## src/rtl/h_csr_encoder.sv

```systemverilog
// h_csr_encoder: dense-row to CSR-style producer for the H sparse-feature BRAMs.
// Consumes one dense feature element per cycle, drops zeros, and writes packed
// {col_idx, value} entries to H_data plus one {row_length, num_of_nodes,
// source_node_flag} record per row to H_node_info.
//
// Ports:
//   clk, rst_n              clock / asynchronous active-low reset
//   start_i, total_rows_i   start pulse and row count (sampled in IDLE only)
//   feat_valid_i/ready_o    element handshake, feat_data_i element value
//   row_num_nodes_i         per-row num_of_nodes, sampled with column 0
//   row_src_flag_i          per-row source_node_flag, sampled with column 0
//   H_data_BRAM_*           data entry write port
//   H_node_info_BRAM_*      node-info record write port
//   nnz_count_o             entries written, valid with done_o
//   overflow_o              sticky capacity / row_length saturation flag
//   done_o                  one-cycle completion pulse
//
// Address widths use clog2(DEPTH + 1) so an address can hold the value DEPTH
// (the "full" marker) even for power-of-two depths; for the default depths
// this equals clog2(DEPTH).
module h_csr_encoder #(
   parameter int unsigned DATA_WIDTH      = 8,
   parameter int unsigned NUM_FEATURES    = 1433,
   parameter int unsigned COL_IDX_WIDTH   = 11,
   parameter int unsigned ROW_LEN_WIDTH   = 11,
   parameter int unsigned NUM_NODE_WIDTH  = 7,
   parameter int unsigned H_DATA_DEPTH    = 242101,
   parameter int unsigned NODE_INFO_DEPTH = 13264,
   localparam int unsigned H_DATA_ADDR_W    = $clog2(H_DATA_DEPTH + 1),
   localparam int unsigned NODE_INFO_ADDR_W = $clog2(NODE_INFO_DEPTH + 1),
   localparam int unsigned H_DATA_WIDTH     = COL_IDX_WIDTH + DATA_WIDTH,
   localparam int unsigned NODE_INFO_WIDTH  = ROW_LEN_WIDTH + NUM_NODE_WIDTH + 1
) (
   input  logic                        clk,
   input  logic                        rst_n,
   input  logic                        start_i,
   input  logic [NODE_INFO_ADDR_W-1:0] total_rows_i,
   input  logic                        feat_valid_i,
   output logic                        feat_ready_o,
   input  logic [DATA_WIDTH-1:0]       feat_data_i,
   input  logic [NUM_NODE_WIDTH-1:0]   row_num_nodes_i,
   input  logic                        row_src_flag_i,
   output logic [H_DATA_WIDTH-1:0]     H_data_BRAM_din,
   output logic                        H_data_BRAM_ena,
   output logic [H_DATA_ADDR_W-1:0]    H_data_BRAM_addra,
   output logic [NODE_INFO_WIDTH-1:0]  H_node_info_BRAM_din,
   output logic                        H_node_info_BRAM_ena,
   output logic [NODE_INFO_ADDR_W-1:0] H_node_info_BRAM_addra,
   output logic [H_DATA_ADDR_W-1:0]    nnz_count_o,
   output logic                        overflow_o,
   output logic                        done_o
);

   typedef enum logic [1:0] {IDLE, RUN, LAST, DONE} state_t;

   state_t                        state, state_d;
   logic [COL_IDX_WIDTH-1:0]      col;
   logic [ROW_LEN_WIDTH-1:0]      row_len;
   logic [NODE_INFO_ADDR_W-1:0]   rows_left;
   logic [NUM_NODE_WIDTH-1:0]     nodes_q;
   logic                          flag_q;
   logic [H_DATA_ADDR_W-1:0]      data_addr;
   logic [NODE_INFO_ADDR_W-1:0]   node_addr;

   logic                          start_c;
   logic                          accept_c;
   logic                          nz_c;
   logic                          first_col_c;
   logic                          last_col_c;
   logic                          last_row_c;
   logic [ROW_LEN_WIDTH-1:0]      base_len_c;
   logic                          len_sat_c;
   logic [ROW_LEN_WIDTH-1:0]      len_next_c;
   logic                          filler_c;
   logic [ROW_LEN_WIDTH-1:0]      len_final_c;
   logic                          need_data_c;
   logic                          need_node_c;
   logic                          data_full_c;
   logic                          node_full_c;
   logic                          ovf_set_c;
   logic [NUM_NODE_WIDTH-1:0]     nodes_cur_c;
   logic                          flag_cur_c;
   logic [H_DATA_WIDTH-1:0]       data_din_c;

   // State register
   always_ff @(posedge clk or negedge rst_n) begin
      if (!rst_n) begin
         state <= IDLE;
      end else begin
         state <= state_d;
      end
   end

   // Next-state and per-element write decisions
   always_comb begin
      state_d     = state;
      start_c     = 1'b0;
      accept_c    = 1'b0;
      nz_c        = (feat_data_i != '0);
      first_col_c = (col == '0);
      last_col_c  = (col == COL_IDX_WIDTH'(NUM_FEATURES - 1));
      last_row_c  = (rows_left == NODE_INFO_ADDR_W'(1));

      case (state)
         IDLE: begin
            start_c = start_i;
            if (start_i) begin
               state_d = (total_rows_i != '0) ? RUN : DONE;
            end
         end
         RUN: begin
            accept_c = feat_valid_i;
            if (feat_valid_i && last_col_c && last_row_c) begin
               state_d = LAST;
            end
         end
         LAST:    state_d = DONE;
         DONE:    state_d = IDLE;
         default: state_d = IDLE;
      endcase

      // Row length restarts at column 0 and saturates at all-ones
      base_len_c  = first_col_c ? '0 : row_len;
      len_sat_c   = nz_c && (&base_len_c);
      len_next_c  = (nz_c && !len_sat_c) ? base_len_c + ROW_LEN_WIDTH'(1) : base_len_c;
      // An all-zero row still needs one {0,0} entry so row_length >= 1
      filler_c    = last_col_c && (len_next_c == '0);
      len_final_c = filler_c ? ROW_LEN_WIDTH'(1) : len_next_c;

      need_data_c = accept_c && (nz_c || filler_c);
      need_node_c = accept_c && last_col_c;
      data_full_c = (data_addr == H_DATA_ADDR_W'(H_DATA_DEPTH));
      node_full_c = (node_addr == NODE_INFO_ADDR_W'(NODE_INFO_DEPTH));
      ovf_set_c   = (need_data_c && data_full_c) || (need_node_c && node_full_c)
                    || (accept_c && len_sat_c);

      // Single-column rows must use the live sideband, not the stale latch
      nodes_cur_c = first_col_c ? row_num_nodes_i : nodes_q;
      flag_cur_c  = first_col_c ? row_src_flag_i  : flag_q;
      data_din_c  = nz_c ? {col, feat_data_i} : '0;
   end

   // Datapath, counters and registered BRAM write ports
   always_ff @(posedge clk or negedge rst_n) begin
      if (!rst_n) begin
         col                    <= '0;
         row_len                <= '0;
         rows_left              <= '0;
         nodes_q                <= '0;
         flag_q                 <= 1'b0;
         data_addr              <= '0;
         node_addr              <= '0;
         feat_ready_o           <= 1'b0;
         H_data_BRAM_din        <= '0;
         H_data_BRAM_ena        <= 1'b0;
         H_data_BRAM_addra      <= '0;
         H_node_info_BRAM_din   <= '0;
         H_node_info_BRAM_ena   <= 1'b0;
         H_node_info_BRAM_addra <= '0;
         nnz_count_o            <= '0;
         overflow_o             <= 1'b0;
         done_o                 <= 1'b0;
      end else begin
         H_data_BRAM_ena      <= 1'b0;
         H_node_info_BRAM_ena <= 1'b0;
         feat_ready_o         <= (state_d == RUN);
         done_o               <= (state_d == DONE);

         if (start_c) begin
            col         <= '0;
            row_len     <= '0;
            rows_left   <= total_rows_i;
            data_addr   <= '0;
            node_addr   <= '0;
            nnz_count_o <= '0;
            overflow_o  <= 1'b0;
         end else begin
            if (ovf_set_c) begin
               overflow_o <= 1'b1;
            end

            if (accept_c) begin
               row_len <= len_next_c;
               col     <= last_col_c ? '0 : col + COL_IDX_WIDTH'(1);
               if (first_col_c) begin
                  nodes_q <= row_num_nodes_i;
                  flag_q  <= row_src_flag_i;
               end
               if (last_col_c) begin
                  rows_left <= rows_left - NODE_INFO_ADDR_W'(1);
               end
            end

            // Full data port: write dropped, address held
            if (need_data_c && !data_full_c) begin
               H_data_BRAM_din   <= data_din_c;
               H_data_BRAM_ena   <= 1'b1;
               H_data_BRAM_addra <= data_addr;
               data_addr         <= data_addr + H_DATA_ADDR_W'(1);
            end

            if (need_node_c && !node_full_c) begin
               H_node_info_BRAM_din   <= {len_final_c, nodes_cur_c, flag_cur_c};
               H_node_info_BRAM_ena   <= 1'b1;
               H_node_info_BRAM_addra <= node_addr;
               node_addr              <= node_addr + NODE_INFO_ADDR_W'(1);
            end

            // Last writes retired on entry to LAST; data_addr is final here
            if (state == LAST) begin
               nnz_count_o <= data_addr;
            end
         end
      end
   end

endmodule
```

## config.mk

```make
export PLATFORM = sky130hd
export DESIGN_NAME = h_csr_encoder
export DESIGN_NICKNAME = d
export VERILOG_FILES = /design/src/rtl/h_csr_encoder.sv
export SDC_FILE = /design/constraint.sdc
export NUM_CORES = 1
export LEC_CHECK = 0
export ABC_CLOCK_PERIOD_IN_PS = 5400
export BUFFER_PORTS_ARGS = -buffer_cell sky130_fd_sc_hd__buf_2
export CAP_MARGIN = 20
export CORE_ASPECT_RATIO = 1.25
export CORE_UTILIZATION = 35
export DETAILED_ROUTE_END_ITERATION = 8
export PLACE_DENSITY = 0.65
export RECOVER_POWER = 50
export SYNTH_ARGS = -nofsm -noshare
export SYNTH_HDL_FRONTEND = slang
export SYNTH_SLANG_ARGS = --single-unit
```

## constraint.sdc

```tcl
create_clock -name clk -period 5.4 [get_ports clk]
set_input_delay 0.27 -clock clk [delete_from_list [all_inputs] [get_ports clk]]
set_output_delay 0.27 -clock clk [all_outputs]
set_load 0.005 [all_outputs]
```

==> impl_metrics.env <==
export IMPL_portBuffers=126
export IMPL_synth_area_leader_cell="dfrtp_1"
export IMPL_hold_viol=0
export IMPL_critPathBufInv=2
export IMPL_start_util_pct=36.0
export IMPL_worst_setup_path_start_kind="register"
export IMPL_cts_sinks=171
export IMPL_wl_per_cell_um=16.1
export IMPL_synth_area_um2=8090
export IMPL_grt_remaining_overflow=0
export IMPL_async_reset_ff_share_pct=100
export IMPL_drt_iter0_markers=365
export IMPL_grt_pass1_vias=6344
export IMPL_synth_seq_cells=171
export IMPL_pin_count=127
export IMPL_critical_path_top_delay_family="simple AND/OR/NAND/NOR gates"
export IMPL_crit_fanout=22
export IMPL_worstPathRequired_ps=5710
export IMPL_grt_usage_pct=17.6
export IMPL_clock_path_buffers=2
export IMPL_fillers=2247
export IMPL_leakage_nw=4.41
export IMPL_setup_viol=0
export IMPL_vias=6617
export IMPL_critical_path_class="register to register"
export IMPL_rsz0062_at_grt="false"
export IMPL_worst_pin_slew_ps=2690
export IMPL_finalSetupTns_ps=0
export IMPL_worstPathCellList="inv_1 -> ha_1 -> or4b_4 -> or4_4 -> nand2_1 -> inv_1 -> ha_1 -> and4_1 -> and4_1 -> nor4b_1 -> o21ai_1 -> or4_4 -> o31a_1 -> or4_1 -> mux2i_1"
export IMPL_drive_gt1_share_pct=14.8
export IMPL_htree_levels=4
export IMPL_rr_startpoint="col[0]$_DFFE_PN0P_"
export IMPL_core_region_area_um2=22400
export IMPL_synth_area_leaders="dfrtp_1, nand2_1, mux2_2"
export IMPL_diodes=0
export IMPL_synth_net_count=886
export IMPL_period_needed_ps=5210
export IMPL_slew_violations=165
export IMPL_cp_startpoint="col[0]$_DFFE_PN0P_"
export IMPL_wl_um=20200
export IMPL_path_clk_slew_ps=70
export IMPL_drt_pass1_iterations=5
export IMPL_dieArea_um2=23700
export IMPL_cts_resized=0
export IMPL_critPathSlowestCell="or4_1"
export IMPL_post_route_drc_count=0
export IMPL_synth_top_area_share_pct=52.9
export IMPL_skew_ps=7.74
export IMPL_vias_per_cell=5.29
export IMPL_worstPathArrival_ps=5520
export IMPL_area_growth_pct=17.6
export IMPL_ys_flop_type="dfrtp_1"
export IMPL_cts_root_buffer="clkbuf_16"
export IMPL_p_per_area_nw_per_um2=384
export IMPL_grt_max_degree=66
export IMPL_fin_nets=1001
export IMPL_violations="max-capacitance violations, max-slew violations"
export IMPL_hold_ws_ps=57.1
export IMPL_hold_path_class="primary input to register"
export IMPL_die_h_um=172
export IMPL_grt_antenna_before_repair=0
export IMPL_synth_cells=843
export IMPL_cts_buffers=17
export IMPL_fin_crit_sh_pct=96.4
export IMPL_syn_avg_cell_area_um2=9.59
export IMPL_gp_congestion=0.855
export IMPL_final_common_cell="nand2_1"
export IMPL_core_rowCount=61
export IMPL_insertion_delay_ps=430
export IMPL_synth_edff_count=0
export IMPL_fmax_mhz=192
export IMPL_max_stage_delay_ps=620
export IMPL_cap_viol_max_count=3
export IMPL_final_antenna_net_count=0
export IMPL_ys_warn_count=0
export IMPL_synth_seq_area_share_pct=52.9
export IMPL_dp_hpwl_um=14000
export IMPL_final_cell_mix="nand2_1, dfrtp_1, clkbuf_1"
export IMPL_cts_tree="yes"
export IMPL_ir_worst_vdd_uv=252
export IMPL_max_slew_margin_pct=-79.1
export IMPL_grt_pass1_wl_um=32400
export IMPL_dieWidth_um=138
export IMPL_cp_end_kind="register"
export IMPL_outcome="finished, violations left"
export IMPL_synth_distinct_cells=55
export IMPL_hold_start="total_rows_i[9]"
[Yosys cell counts (3+ instances only)]
cell,count
nor2_1,50
xor2_1,15
inv_1,15
or4_1,12
o311ai_0,3
nand4_1,15
a21oi_1,22
and3_1,10
xnor2_1,13
buf_1,5
nand2_1,182
dfrtp_1,171
o21ai_0,65
mux2_2,32
nor2b_1,3
clkbuf_1,33
nor3_1,13
o31ai_1,13
a31oi_1,12
ha_1,9
mux2i_1,11
a22o_1,3
nand3_1,44
buf_2,4
o211ai_1,9
nand2b_1,8
and2_1,6
nor4_1,11
and4_1,5
or3_1,16
[per-layer routing]
layer  GRT usage, %  part of all wire [%]  vias to the layer above
li1               -                     -                     3201
met1           21.8                    44                     3207
met2           29.2                    48                      170
met3           4.49                   5.6                       39
met4           6.95                   2.3                        0
met5              0                     0                        -
[cell type report]
type	count	area (um^2)	share of cell area (%)
clock inverters	12	166	1.75
multi-input cells	612	3570	37.5
well taps	283	354	3.72
flip-flops and latches	171	4280	45.0
inverters	16	60.1	0.631
clock buffers	18	439	4.62
repair buffers	140	647	6.80
[worst min-delay path: cells and delay by family]
family,cells,cell delay (ps)
simple gates,1,40
buf+inv,1,90
compound gates,1,60
[kinds of logic after synthesis]
| family | after synthesis | share of synthesized area [%] |
|---|---|---|
| buffers and inverters | 60 | 3.03 |
| muxes | 45 | 6.10 |
| DFF | 171 | 52.9 |
| AOI/OAI and AO/OA | 144 | 10.9 |
| and+or+nand+nor | 386 | 22.6 |
| adders and majority gates | 9 | 1.39 |
| xor gates and xnor gates | 28 | 3.03 |
[timing repair]
item / 4_1_cts / 5_1_grt
hold buffers: 1 / 0
setup buffers: 0 / 0
endpoints found under the hold margin: 45 / 0
[worst paths after layout]
kind | end | slack, ps | cells after the start
setup / recovery | data_addr[10]$_DFFE_PN0P_ | 190 | 15
hold / removal | rows_left[9]$_DFFE_PN0P_ | 60 | 3
setup reg to reg | data_addr[10]$_DFFE_PN0P_ | 190 | 15
hold reg to reg | H_node_info_BRAM_din[8]$_DFFE_PN0P_ | 470 | 2
max in group asynchronous | node_addr[11]$_DFFE_PN0P_ | 1440 | 3
min in group asynchronous | H_data_BRAM_ena$_DFF_PN0_ | 1220 | 2
[per-stage QoR]
step           cell area [um^2]  setup WS (ps)  power, mW  cells  util [%]
6_report                   9510            194       3.65   1252      42.4
5_1_grt                    9510           9.86       3.85   1252      42.4
4_1_cts                    9610            277       3.70   1252      42.8
3_5_place_dp               8990            300       2.42   1221      40.1
3_3_place_gp               8990            405       2.39   1221      40.1
2_1_floorplan              8090            524       2.12    843         -
[power breakdown]
group          switching (mW)  internal, mW  total (mW)  leakage (nW)
Sequential              0.180          1.47        1.65          2.28
Combinational           0.422         0.312       0.734          1.84
Clock                   0.525         0.743        1.27         0.288
Total                    1.13          2.53        3.65          4.41
[sequential cells by signal, indices dropped and copies added, names as in the netlist]
name	flops
H_data_BRAM_addra	18
data_addr	18
H_data_BRAM_din	19
overflow_o	1
row_len	11
nodes_q	7
state	2
feat_ready_o	1
H_node_info_BRAM_ena	1
col	11
H_node_info_BRAM_din	19
node_addr	14
H_node_info_BRAM_addra	14
nnz_count_o	18
H_data_BRAM_ena	1
flag_q	1
rows_left	14
done_o	1
(Power assumes the default switching activity.)
